[src/rtl/bf8b_pkg.sv]
// Shared definitions for the bf8b core: data widths, opcodes, memory access
// sizes and the memory-stage state encoding.
package bf8b_pkg;

    localparam int XLEN       = 32;
    localparam int ADDR_WIDTH = 32;
    localparam int BUS_WIDTH  = 8;

    localparam logic [6:0] OP_LOAD  = 7'b0000011;
    localparam logic [6:0] OP_STORE = 7'b0100011;

    localparam logic [1:0] MEM_ACC_8  = 2'b00;
    localparam logic [1:0] MEM_ACC_16 = 2'b01;
    localparam logic [1:0] MEM_ACC_32 = 2'b10;

    typedef enum logic [1:0] {
        ST_IDLE   = 2'd0,
        ST_ACCESS = 2'd1,
        ST_DONE   = 2'd2
    } mem_state_t;

    // Index of the final byte of an access; the reserved 2'b11 size is a word.
    function automatic logic [1:0] last_byte_idx(input logic [1:0] acc);
        logic [1:0] idx;
        case (acc)
            MEM_ACC_8:  idx = 2'd0;
            MEM_ACC_16: idx = 2'd1;
            MEM_ACC_32: idx = 2'd3;
            default:    idx = 2'd3;
        endcase
        return idx;
    endfunction

endpackage

[src/rtl/memory_access_if.sv]
// Byte-wide external memory bus between the memory stage (master) and the
// memory system (slave).
interface memory_access_if;

    logic                           mem_req;
    logic                           mem_we;
    logic [bf8b_pkg::ADDR_WIDTH-1:0] mem_addr;
    logic [bf8b_pkg::BUS_WIDTH-1:0]  mem_wdata;
    logic [bf8b_pkg::BUS_WIDTH-1:0]  mem_rdata;
    logic                           mem_ack;

    modport master (
        output mem_req,
        output mem_we,
        output mem_addr,
        output mem_wdata,
        input  mem_rdata,
        input  mem_ack
    );

    modport slave (
        input  mem_req,
        input  mem_we,
        input  mem_addr,
        input  mem_wdata,
        output mem_rdata,
        output mem_ack
    );

endinterface

[src/rtl/memory_access.sv]
// Memory stage of the bf8b core: serialises 8/16/32-bit little-endian loads and
// stores onto the byte-wide bus; non-memory ops pass the ALU result through.
module memory_access
    import bf8b_pkg::*;
(
    input  logic                  clk,
    input  logic                  rst_n,
    input  logic                  en,
    input  logic [6:0]            op,
    input  logic [2:0]            funct3,
    input  logic [ADDR_WIDTH-1:0] addr,
    input  logic [XLEN-1:0]       store_data,
    input  logic [XLEN-1:0]       alu_result,
    memory_access_if.master       mem,
    output logic [XLEN-1:0]       val,
    output logic                  ready,
    output logic                  busy
);

    mem_state_t            state_reg;
    logic                  is_load_reg;
    logic [1:0]            last_idx_reg;
    logic [1:0]            idx_reg;
    logic [XLEN-1:0]       store_reg;
    logic [XLEN-1:0]       val_reg;
    logic [ADDR_WIDTH-1:0] addr_reg;
    logic [BUS_WIDTH-1:0]  wdata_reg;
    logic                  mem_req_reg;
    logic                  mem_we_reg;
    logic                  ready_reg;
    logic                  busy_reg;

    logic [1:0]            idx_next;
    logic                  is_mem_op;
    logic                  unused_funct3;

    assign idx_next      = idx_reg + 2'd1;
    assign is_mem_op     = (op == OP_LOAD) || (op == OP_STORE);
    // Signedness bit of funct3 is consumed by writeback, not here.
    assign unused_funct3 = funct3[2];

    always_ff @(posedge clk or negedge rst_n) begin
        if (!rst_n) begin
            state_reg    <= ST_IDLE;
            is_load_reg  <= 1'b0;
            last_idx_reg <= 2'd0;
            idx_reg      <= 2'd0;
            store_reg    <= '0;
            val_reg      <= '0;
            addr_reg     <= '0;
            wdata_reg    <= '0;
            mem_req_reg  <= 1'b0;
            mem_we_reg   <= 1'b0;
            ready_reg    <= 1'b0;
            busy_reg     <= 1'b0;
        end else begin
            ready_reg <= 1'b0;
            case (state_reg)
                ST_IDLE: begin
                    if (en) begin
                        busy_reg <= 1'b1;
                        if (is_mem_op) begin
                            state_reg    <= ST_ACCESS;
                            is_load_reg  <= (op == OP_LOAD);
                            last_idx_reg <= last_byte_idx(funct3[1:0]);
                            idx_reg      <= 2'd0;
                            store_reg    <= store_data;
                            val_reg      <= '0;
                            addr_reg     <= addr;
                            wdata_reg    <= store_data[BUS_WIDTH-1:0];
                            mem_req_reg  <= 1'b1;
                            mem_we_reg   <= (op == OP_STORE);
                        end else begin
                            state_reg <= ST_DONE;
                            val_reg   <= alu_result;
                            ready_reg <= 1'b1;
                        end
                    end
                end
                ST_ACCESS: begin
                    // Without an ack every register simply holds (wait state).
                    if (mem.mem_ack) begin
                        if (is_load_reg) begin
                            val_reg[{idx_reg, 3'b000} +: BUS_WIDTH] <= mem.mem_rdata;
                        end
                        idx_reg   <= idx_next;
                        addr_reg  <= addr_reg + 1'b1;
                        wdata_reg <= store_reg[{idx_next, 3'b000} +: BUS_WIDTH];
                        if (idx_reg == last_idx_reg) begin
                            state_reg   <= ST_DONE;
                            mem_req_reg <= 1'b0;
                            mem_we_reg  <= 1'b0;
                            ready_reg   <= 1'b1;
                        end
                    end
                end
                ST_DONE: begin
                    state_reg <= ST_IDLE;
                    busy_reg  <= 1'b0;
                end
                default: begin
                    state_reg   <= ST_IDLE;
                    mem_req_reg <= 1'b0;
                    mem_we_reg  <= 1'b0;
                    busy_reg    <= 1'b0;
                end
            endcase
        end
    end

    assign mem.mem_req   = mem_req_reg;
    assign mem.mem_we    = mem_we_reg;
    assign mem.mem_addr  = addr_reg;
    assign mem.mem_wdata = wdata_reg;
    assign val           = val_reg;
    assign ready         = ready_reg;
    assign busy          = busy_reg;

endmodule

[src/flat_wrapper.sv]
// flat-port wrapper written by rule: the top's interface ports become plain ports
module memory_access_flat import bf8b_pkg::*;
  (clk, rst_n, en, op, funct3, addr, store_data, alu_result, val, ready, busy, mem_mem_req, mem_mem_we, mem_mem_addr, mem_mem_wdata, mem_mem_rdata, mem_mem_ack);
  memory_access_if mem_i ();
  input  logic clk;
  input  logic rst_n;
  input  logic en;
  input  logic [6:0] op;
  input  logic [2:0] funct3;
  input  logic [ADDR_WIDTH-1:0] addr;
  input  logic [XLEN-1:0] store_data;
  input  logic [XLEN-1:0] alu_result;
  output logic [XLEN-1:0] val;
  output logic ready;
  output logic busy;
  output wire logic [$bits(mem_i.mem_req)-1:0] mem_mem_req;
  output wire logic [$bits(mem_i.mem_we)-1:0] mem_mem_we;
  output wire logic [$bits(mem_i.mem_addr)-1:0] mem_mem_addr;
  output wire logic [$bits(mem_i.mem_wdata)-1:0] mem_mem_wdata;
  input wire logic [$bits(mem_i.mem_rdata)-1:0] mem_mem_rdata;
  input wire logic [$bits(mem_i.mem_ack)-1:0] mem_mem_ack;
  assign mem_mem_req = mem_i.mem_req;
  assign mem_mem_we = mem_i.mem_we;
  assign mem_mem_addr = mem_i.mem_addr;
  assign mem_mem_wdata = mem_i.mem_wdata;
  assign mem_i.mem_rdata = mem_mem_rdata;
  assign mem_i.mem_ack = mem_mem_ack;
  memory_access u_core (.clk(clk), .rst_n(rst_n), .en(en), .op(op), .funct3(funct3), .addr(addr), .store_data(store_data), .alu_result(alu_result), .mem(mem_i), .val(val), .ready(ready), .busy(busy));
endmodule
[config.mk]
export PLATFORM = sky130hd
export DESIGN_NAME = memory_access_flat
export DESIGN_NICKNAME = d
export VERILOG_FILES = /design/src/rtl/bf8b_pkg.sv /design/src/rtl/memory_access_if.sv /design/src/rtl/memory_access.sv /design/src/flat_wrapper.sv
export SDC_FILE = /design/constraint.sdc
export NUM_CORES = 1
export LEC_CHECK = 0
export ABC_AREA = 1
export ABC_CLOCK_PERIOD_IN_PS = 3700
export CAP_MARGIN = 40
export CORE_ASPECT_RATIO = 1.4
export CORE_MARGIN = 2
export CORE_UTILIZATION = 40
export CTS_CLUSTER_DIAMETER = 200
export DETAILED_ROUTE_END_ITERATION = 10
export PLACE_DENSITY = 0.8
export SYNTH_ARGS = -nofsm -noshare
export SYNTH_HDL_FRONTEND = slang
export SYNTH_SLANG_ARGS = --single-unit
[constraint.sdc]
create_clock -name clk -period 3.7 [get_ports clk]
set_input_delay 0.37 -clock clk [delete_from_list [all_inputs] [get_ports clk]]
set_output_delay 0.37 -clock clk [all_outputs]
set_load 0.05 [all_outputs]
## Word-level counts from Yosys, hierarchy flattened

Cells that the tools add are included.

- Memory bits (writable): 0
- Output and inout bits: 76
- Bits in latches: 0
- Memory bits (read-only): 0
- Memories: 0
- Bits in registers: 115
- Logic and storage cells: 80

- Reduce and logical (&&, ||, !) cells: 10
- Order comparisons: 0
- Multipliers: 0
- Equal/unequal tests: 11
- Div/mod/pow operators: 0
- Mux-type cells: 39
- Bitwise gates (word level): 2
- Add/subtract/negate cells: 3
- Shift operators: 3

Operator list:

| operator | count |
|---|---|
| $mux 32 | 7 |
| $pmux 32 s2 | 2 |
| $add 32x1->32 const B | 1 |
| $bwmux 32 | 1 |
| $shift 8x7->32 const A | 1 |
| $shiftx 32x6->8 | 1 |
| $shiftx 8x7->32 | 1 |
| $mux 8 | 3 |
| $pmux 8 s2 | 1 |
| $mux 2 | 7 |
| $pmux 2 s2 | 3 |
| $mux 1 | 11 |
| $reduce_and 4->1 | 2 |
| $eq 7x2->1 const B | 1 |
| $eq 7x6->1 const B | 1 |
| $neg 5->7 | 1 |
| $ne 2x1->1 const B | 3 |
| $pmux 1 s3 | 2 |
| $reduce_and 3->1 | 2 |
| $reduce_and 5->1 | 1 |
| $eq 2x1->1 const B | 2 |
| $logic_not 2->1 | 2 |
| $ne 2x2->1 const B | 2 |
| $pmux 1 s2 | 2 |
| 7 further kinds | 8 |

## Depth between registers and ports, before layout

- Word-level depth: 6
- Depth in mapped cells: 10
- Depth with buffers taken out: 10

## Least setup slack after synthesis

OpenSTA, ideal clock, no wires.

- Kind: flip-flop to flip-flop
- From: register u_core.idx_reg[0]
- To: register u_core.val_reg[2], in the netlist u_core.val[2]
- Data required time: 3574 ps
- Path slack: 1780 ps
- Cell stages (with the launch flop): 9
- Library setup time: 126 ps
- Arrival: 1794 ps
- Path through: dfrtp_1 > inv_2 > clkbuf_1 > ha_1 > clkbuf_1 > inv_1 > a21oi_4 > buf_6 > o21ai_0

- Cells in the longest elaborated chain, start to end: 6

Ends and longest elaborated chain:

| what | line | text |
|---|---|---|
| start, declared | memory_access.sv:23 | `logic [1:0] idx_reg;` |
| start signal, assigned | memory_access.sv:86 | `idx_reg <= idx_next;` |
| $neg 5->7 * | memory_access.sv:84 | `val_reg[{idx_reg, 3'b000} +: BUS_WIDTH] <= mem.mem_rdata;` |
| $shiftx 8x7->32 / $shift 8x7->32 (equally long branches) | memory_access.sv:84 |  |
| $bwmux 32 * | memory_access.sv:84 |  |
| $mux 32 * | memory_access.sv:83 | `if (is_load_reg) begin` |
| $mux 32 * | memory_access.sv:82 | `if (mem.mem_ack) begin` |
| $pmux 32 s2 * | memory_access.sv:58 | `case (state_reg)` |
| end signal, assigned | memory_access.sv:75 | `val_reg <= alu_result;` |
| end signal, assigned by index | memory_access.sv:84 |  |
| end, declared | memory_access.sv:25 | `logic [XLEN-1:0] val_reg;` |

Every way passes the cells marked *; elsewhere a longest branch is shown, timed or not. The select of a mux whose other input is x is not followed.
A chain may end at the register's enable or synchronous reset.

## Worst setup path in the final report

- From: register u_core.idx_reg[0]
- To: register u_core.val_reg[23], in the netlist u_core.val[23]

The elaborated chain is that of the path after synthesis.

==> results.yml <==
min_path:
  hold_class: "input pin to async pin"
routing:
  wl_met1_um: 7730
  dr_wl_met2_um: 9970
  vias: 6792
  drt-vias-per-instance: 5.16
  wl_per_cell_um: 14.8
  ant_nets: 0
  drcViolationCount: 0
  highest_layer: "met4"
  dr.pass1.iters: 5
  routed_wl_um: 19400
  met3_length_um: 1070
  drt_iter0_drc: 557
clock_network:
  clock-sinks: 115
  insertion_delay_ns: 0.42
  cts_resized: 0
  cts_tree: "yes"
  holdBufCountCts: 0
  cts_buffer_depth: 2
  numCtsBuffers: 17
  clk_pin_slew_worst_paths_ns: 0.06
  cts_htree_levels: 4
  cts_root_buffer: "clkbuf_16"
  post_cts_buffers: 0
synthesis:
  avgSynthCellArea_um2: 7.02
  synth_top_family_by_area: "simple AND/OR/NAND/NOR gates"
  ys_seq_elements: 115
  synth_xor_area_frac: 0.00269
  ys_types: 30
  synth_warnings: 0
  syn_area_mm2: 0.00650
  synth_nets: 1051
  synthAdderAreaFrac: 0.0115
  netlist_instances: 927
  synth_mux_area_frac: 0
  ys_seq_area_frac: 0.442
  yosys.area_share.simple: 0.328
  synth-compound-area-share: 0.145
setup_path:
  reg2regPathDepth: 8
  r2r-end: "u_core.val[23]"
  path_max_fanout: 36
  r2r_setup_slack_ns: 1.09
  crit_type: "flop to flop"
  rr_startpoint: "u_core.idx_reg[0]"
  worstSetupStartpointType: "flop"
  endpoint_kind: "flop"
  worstPathCellList: "inv_2 -> ha_1 -> inv_1 -> nor2_1 -> nand3_1 -> o21ai_0 -> nand2_1 -> nand2_1"
  worst_ep_required_time_ns: 4.05
  cp_common_cell: "nand2_1"
  critPathMaxStageDelay_ns: 0.65
  arrival_ns: 2.96
  crit_start: "u_core.idx_reg[0]"
  slowest_stage: "dfrtp_1"
placement:
  placed_cells: 1285
  globalplace.congestion: 0.898
  hpwlAfterDp_um: 13900
  port_buffers: 192
layout:
  fill_cells: 1493
  nets: 1229
  drive_gt1_frac: 0.0519
  final_cell_mix: "333 x nand2_1, 191 x clkdlybuf4s50_1, 115 x dfrtp_1, 113 x o21ai_0, 98 x nor2_1"
  area_growth_pct: 40.6
  antenna_cells: 0
  final_cells: 1317
  final_common_cell: "nand2_1"
die:
  dieArea_mm2: 0.0173
  dieWidth_um: 112
  die_y_um: 155
  core_area_mm2: 0.0160
  start_util: 0.406
  pin_count: 194
  rows: 55
sta:
  tns_ns: 0
  fmax_mhz: 383
  worst_slew_pin_slew_ns: 0.836
  setup_violations: 0
  whs_ns: -0.00262
  rsz0062_at_grt: "no"
  maxSlewViolCount: 0
  finalHoldViolCount: 1
  fin_crit_ns: 2.61
  min_period_over_period: 0.706
  clock_skew_ns: 0.0117
  slew_headroom: 0.442
global_route:
  antenna_found_initial: 1
  track_usage: 0.228
  grt_max_degree: 116
  grt_pass1_vias: 6404
  grt-ovfl-total: 0
  grt_pass1_wl_um: 31600
pwr:
  intPower_mw: 3.25
  seqPwrFrac: 0.330
  p_sw_frac: 0.408
  p_switching_mw: 2.23
  p_leak_nw: 4.06
  peakVddDrop_uv: 448
  p_clk_frac: 0.297
  cellPowerDensity_mw_per_mm2: 600
  power_frac_comb: 0.372
run:
  maxCapViolCount: 0
run_status:
  failed_checks: "hold timing"
  status: "complete, but fails checks"
worst max-delay path by stage:
stage,to,depth (start not counted),slack [ns]
after CTS,u_core.val[14],8,1.07
after global placement,u_core.val[14],8,1.13
after detailed placement,u_core.val[14],8,1.10
after floorplan,u_core.val[2],8,1.78
final,u_core.val[23],8,1.09
after global routing,u_core.val[11],8,0.85
worst max-delay path: cells and delay by family, from the launching register on:
family / cells / cell delay [ns]
AND/OR/NAND/NOR: 4 / 0.75
flip-flops: 1 / 0.65
buffers and inverters: 2 / 0.48
adder cells (fa/ha/maj): 1 / 0.45
AO/OA/AOI/OAI: 1 / 0.22
power groups by stage:
stage	Sequential [mW]	Combinational, mW	Clock [mW]
after detailed placement	1.82	2.04	0
after floorplan	2.49	0.569	0
after CTS	1.81	2.05	1.66
after global routing	1.85	2.19	1.73
final	1.81	2.04	1.63
after global placement	1.81	2.01	0
stage by stage:
stage | cell area, um^2 | worst slack, ns | hold WS (ns) | util | power, mW
2_1_floorplan | 6500 | 1.78 | 0.0744 | - | 3.06
3_3_place_gp | 8550 | 1.13 | 0.454 | 0.533 | 3.82
3_5_place_dp | 8550 | 1.10 | 0.460 | 0.533 | 3.86
4_1_cts | 9140 | 1.07 | 0.0759 | 0.570 | 5.52
5_1_grt | 9140 | 0.845 | 0.0925 | 0.570 | 5.76
6_report | 9140 | 1.09 | -0.00262 | 0.570 | 5.48
kinds of logic (layout without fill, tap and decap cells):
group / count (synthesis) / in the layout
AND/OR/NAND/NOR: 525 / 525
AO/OA/AOI/OAI: 167 / 167
flip-flops: 115 / 115
buffers and inverters: 112 / 303
adder cells (fa/ha/maj): 6 / 6
XOR/XNOR: 2 / 2
layer usage:
metal,up-vias,global-route usage
li1,3347,-
met1,3151,0.273
met2,248,0.394
met3,46,0.0444
met4,0,0.106
met5,-,0
Yosys cell counts (all sizes together):
cell / count / share of area
clkbuf: 17 / 0.0098
a21oi: 12 / 0.011
nand2: 337 / 0.20
inv: 73 / 0.042
o21ai: 119 / 0.093
nand3: 72 / 0.055
a31oi: 2 / 0.0019
o21a: 2 / 0.0023
and2: 1 / 0.00096
xnor2: 2 / 0.0027
ha: 6 / 0.012
nor2: 108 / 0.068
o211ai: 24 / 0.028
nand4: 2 / 0.0019
or2: 1 / 0.00096
nand3b: 4 / 0.0046
a22oi: 4 / 0.0046
o22ai: 4 / 0.0038
dfrtp: 115 / 0.44
buf: 22 / 0.018
area by class of cell:
class / count / area [um^2] / area share
multi-input combinational: 700 / 3170 / 0.347
sequential: 115 / 2880 / 0.315
timing repair buffer: 198 / 1980 / 0.216
clock buffer: 21 / 460 / 0.0504
inverter: 73 / 274 / 0.0300
tap: 199 / 249 / 0.0272
clock inverter: 11 / 129 / 0.0141
Power figures use the tool's default switching activity.
==> RTL change 1 (same settings) <==
Re-encode `mem_state_t` (3 states) as one-hot, 3 bits wide.
--- a/src/rtl/bf8b_pkg.sv
+++ b/src/rtl/bf8b_pkg.sv
@@ -15,6 +15,6 @@
 
-    typedef enum logic [1:0] {
-        ST_IDLE   = 2'd0,
-        ST_ACCESS = 2'd1,
-        ST_DONE   = 2'd2
+    typedef enum logic [2:0] {
+        ST_IDLE   = 3'b001,
+        ST_ACCESS = 3'b010,
+        ST_DONE   = 3'b100
     } mem_state_t;
Formal check against the unedited RTL: same outputs for any inputs over 4 cycles, from zero or initial values and one cycle with rst_n low; so few cycles prove little.
==> RTL change 1 against the original RTL <==
- sequential share of layout area down 0.64 points
- worst setup slack worse by 0.30 ns
- wire length is 3.1% higher
- total power up 41%
- cell area increased by 3.0%
- die area up 3.4%
- combinational power rose by 83%
- area after synthesis rose by 3.5%
- sequential cell count rose by 1
- clock skew is 0.0018 ns lower
- via count increased by 0.94%
- count of clock-buffer cells in the layout decreased by 3
- largest cell class unchanged
==> RTL change 1: results (changes against the original RTL) <==
outcome=completed; via count of the first global-routing pass=6743 (+5.3%); final routed wirelength across all metal layers=20000 um (+3.1%); switching share of power=0.467 (+0.0590); startpoint of the most critical register-to-register path=u_core.idx_reg[0]$_DFFE_PN0P_; post-DP HPWL=14500 um (+4.3%); peak supply drop=530 uV (+18%); power density of the placed cells=821 nW/um^2 (+37%); number of violations reported at the end of detailed-routing iteration 0=517 (-7.2%); sequential cell area fraction in the yosys report=0.431 (-0.0112); Layout Skew=0.00987 ns (-0.00184 ns); maximum number of pins on one net before global-route repair=64 (-45%); maximum root-to-sink buffer count=2 (unchanged); count of different cell masters after synthesis=29 (-3.3%); dominant delay contributor by cell family on the critical path=buffers and inverters; Post-synth EDFFs=0 (unchanged); Total Nets Final=1260 (+2.5%); H-tree depth=4 (unchanged); leakage dissipation=4.28 nW (+5.2%); largest cells by area after synthesis=dfrtp_1 (43%), nand2_1 (20%), nand3_1 (8.7%); share of synthesized registers carrying an async set or reset=1.00 (unchanged); crit path max fanout=29 (-19%); clock latency at the later pin of the worst-skew pair=0.41 ns; Antenna Nets Post-Route=0 (unchanged); Critical Path AT=3.24 ns (+0.28 ns); Reg-to-Reg End=u_core.val[15]$_DFFE_PN0P_; number of detailed-routing iterations run before antenna repair=7 (+2); area post-placement=8780 sq um (+2.7%); overall track demand over capacity in global routing=0.229 (+0.00168); register-to-register setup slack=0.79 ns (-0.30 ns); Post CTS Setup Buffer Count=0 (unchanged); Post-Place Worst Slack=0.729 ns (-0.371 ns); commonest cells in the synthesized netlist=nand2_1 (359), nand3_1 (117), dfrtp_1 (115); clock-pin slew reported for the worst setup and hold paths after clock tree synthesis=0.06 ns (about the same); Post-CTS Resized=0 (unchanged); first-pass GRT wire length=32600 um (+3.0%); Hold WC Path Type=in -> async; warnings from Yosys=0 (unchanged); cell at the slowest stage of the critical path=ha_1; CTS Root Buffer Type=clkbuf_16; Worst Max-Slew Pin Slew=0.810 ns (-0.0266 ns); routability cong.=0.913 (+1.7%); share of final-layout standard cells stronger than drive strength 1=0.0809 (+0.0291); DR vias=6856 (+0.94%); Port-buffer cells=192 (unchanged); fillcell total=1530 (+2.5%); count of cells along the worst register-to-register path=8 (unchanged); number of inserted diodes=0 (unchanged); post-synthesis net count=1082 (+2.9%); number of antenna violations at the first check in global routing=0 (-1)
-- RTL change 1: changes by cell type after synthesis, moves of 4 or more --
cell,change
nand2_1,+26
o211ai_1,-21
o21ai_0,-71
inv_1,-9
a22oi_1,-4
nand3_1,+45
nand2_2,+4
o21ai_1,+21
o21a_1,+33
or2_2,+29
buf_2,+4
o22ai_1,-4
nor2_1,-24
-- RTL change 1: how the worst max path moves through the flow --
stage | start | to | slack (ns)
floorplan | u_core.idx_reg[0]$_DFFE_PN0P_ | u_core.val[0]$_DFFE_PN0P_ | 1.50
global placement | u_core.idx_reg[0]$_DFFE_PN0P_ | u_core.val[15]$_DFFE_PN0P_ | 0.77
detailed placement | u_core.idx_reg[0]$_DFFE_PN0P_ | u_core.val[10]$_DFFE_PN0P_ | 0.73
CTS | u_core.idx_reg[0]$_DFFE_PN0P_ | u_core.val[12]$_DFFE_PN0P_ | 0.73
global route | u_core.idx_reg[0]$_DFFE_PN0P_ | u_core.val[15]$_DFFE_PN0P_ | 0.47
finish | u_core.idx_reg[0]$_DFFE_PN0P_ | u_core.val[15]$_DFFE_PN0P_ | 0.79
-- RTL change 1: layout make-up --
class / count / share of cell area
repair buffers: 201 / 0.212
clock buffers: 18 / 0.0456
inverters: 66 / 0.0263
multi-input cells: 734 / 0.359
clock inverters: 14 / 0.0215
well taps: 203 / 0.0270
flip-flops and latches: 116 / 0.308
-- RTL change 1: through the flow --
step           hold slack [ns]  std cells
6_report                0.0383       1352
5_1_grt                 0.0985       1352
4_1_cts                 0.0738       1352
3_5_place_dp             0.459       1320
3_3_place_gp             0.457       1320
2_1_floorplan           0.0744        958
-- RTL change 1: layer usage --
layer,vias to the layer above,global-route usage,wire [um]
met1,3143,0.262,7900
met5,-,0,0
met4,0,0.107,753
li1,3412,-,-
met2,250,0.417,10400
met3,51,0.0374,985
-- RTL change 1: power by group through the flow --
| stage | Combinational (mW) | Sequential [mW] | Clock (mW) |
|---|---|---|---|
| 2_1_floorplan | 1.19 | 3.46 | 0 |
| 3_3_place_gp | 3.70 | 2.22 | 0 |
| 3_5_place_dp | 3.75 | 2.22 | 0 |
| 4_1_cts | 3.76 | 2.21 | 1.80 |
| 5_1_grt | 4.02 | 2.29 | 1.85 |
| 6_report | 3.74 | 2.22 | 1.77 |
-- RTL change 1: logic make-up (layout without fill, tap and decap cells) --
logic type	after synthesis	after routing	share of synthesized area
buffers and inverters	108	299	0.0669
adder cells (fa/ha/maj)	6	6	0.0111
AO/OA/AOI/OAI	120	120	0.103
flip-flops	116	116	0.431
XOR/XNOR	5	5	0.00650
AND/OR/NAND/NOR	603	603	0.381
==> RTL change 2 (same settings) <==
Made on the original files. Set the package constant `ADDR_WIDTH` to 48 (it was 32).
--- a/src/rtl/bf8b_pkg.sv
+++ b/src/rtl/bf8b_pkg.sv
@@ -5,3 +5,3 @@
     localparam int XLEN       = 32;
-    localparam int ADDR_WIDTH = 32;
+    localparam int ADDR_WIDTH = 48;
     localparam int BUS_WIDTH  = 8;
Interface: changed (resized addr and mem_mem_addr); port bits go from 194 to 226. The function was not compared with the original's and may differ.
==> RTL change 2 against the original RTL <==
- the flow still finishes with violations (negative hold slack)
- wire length increased by 30%
- worst setup slack improved by 0.082 ns
- cell area increased by 18%
- clock skew about the same
- total power increased by 6.3%
- area after synthesis increased by 20%
- sequential cell count increased by 16
- die area increased by 19%
- critical path type unchanged
- critical endpoint is now u_core.val[14]$_DFFE_PN0P_
- largest cell class unchanged
- largest power group unchanged
==> RTL change 2: results (changes against the original RTL) <==
Port-buffer cells=224 (+17%); register-to-register setup slack=1.17 ns (+0.08 ns); commonest cells in the synthesized netlist=nand2_1 (380), dfrtp_1 (131), nor2_1 (123); routability cong.=0.954 (+6.2%); largest cells by area after synthesis=dfrtp_1 (42%), nand2_1 (18%), o21ai_0 (6.7%); post-DP HPWL=18500 um (+34%); endpoints failing hold=31 (+30); share of the synthesized area in compound gates (AO/OA/AOI/OAI)=0.151 (+0.00668); Worst Max-Slew Pin Slew=0.837 ns (+0.000649 ns); synthesized-area fraction occupied by adder cells=0.00964 (-0.00190); overall track demand over capacity in global routing=0.248 (+0.0205); outcome=complete, but fails checks; failing checks=negative hold slack; number of antenna violations at the first check in global routing=5 (+4); critical path capture point=u_core.val[14]$_DFFE_PN0P_; post-synthesis net count=1255 (+19%); peak per-stage delay on the critical path=0.46 ns (-0.19 ns); share of final-layout standard cells stronger than drive strength 1=0.0569 (+0.00505); switching share of power=0.400 (-0.00783); leakage dissipation=4.66 nW (+15%); WL/cell=15.9 um (+8.0%); Vias/cell=5.24 (+1.6%); Final Hold Slack=-0.0152 ns (-0.0125 ns); xor/xnor cell area share of the yosys netlist=0.00337 (+0.000681); crit path max fanout=39 (+8.3%)
RTL change 2: power groups by stage:
| stage | sequential [mW] | combinational (mW) | clock [mW] |
|---|---|---|---|
| global route | 2.05 | 2.21 | 1.84 |
| finish | 2.02 | 2.07 | 1.74 |
| detailed placement | 2.03 | 2.07 | 0 |
| CTS | 2.01 | 2.08 | 1.78 |
| global placement | 2.02 | 2.04 | 0 |
| floorplan | 2.73 | 0.533 | 0 |
RTL change 2: layout make-up:
cell class | instances | area share
flip-flops and latches | 131 | 0.304
clock buffers | 18 | 0.0397
inverters | 78 | 0.0271
clock inverters | 14 | 0.0163
well taps | 248 | 0.0287
repair buffers | 233 | 0.214
diodes | 2 | 0.000463
multi-input cells | 861 | 0.370
RTL change 2: routing by layer:
layer,GRT usage,part of all wire,vias up,routed length (um)
li1,-,-,4071,-
met1,0.275,0.38,3873,9490
met2,0.439,0.52,278,13200
met3,0.0435,0.044,77,1120
met4,0.147,0.055,4,1390
met5,0,0.0010,-,26
RTL change 2: how the worst min path moves through the flow:
stage / slack [ns] / start / depth (start not counted) / to
2_1_floorplan: 0.07 / rst_n / 0 / u_core.busy$_DFFE_PN0P_
3_3_place_gp: 0.45 / rst_n / 1 / u_core.mem.mem_addr[8]$_DFFE_PN0P_
5_1_grt: 0.03 / rst_n / 1 / u_core.mem.mem_addr[10]$_DFFE_PN0P_
4_1_cts: 0.005 / rst_n / 1 / u_core.mem.mem_addr[8]$_DFFE_PN0P_
3_5_place_dp: 0.46 / rst_n / 1 / u_core.mem.mem_addr[8]$_DFFE_PN0P_
6_report: -0.02 / rst_n / 1 / u_core.mem.mem_addr[10]$_DFFE_PN0P_
RTL change 2: kinds of logic after synthesis:
group / after synthesis
AND/OR/NAND/NOR: 642
buffers and inverters: 123
AO/OA/AOI/OAI: 210
XOR/XNOR: 3
adder cells (fa/ha/maj): 6
flip-flops: 131
RTL change 2: per-stage QoR:
stage               worst slack (ns)  area (sq um)  hold WS (ns)  cells
floorplan                       1.75          7790        0.0744   1115
global placement                1.24         10200         0.450   1551
detailed placement              1.21         10200         0.457   1551
CTS                             1.15         10800       0.00519   1583
global route                   0.930         10800        0.0274   1584
finish                          1.17         10800       -0.0152   1585
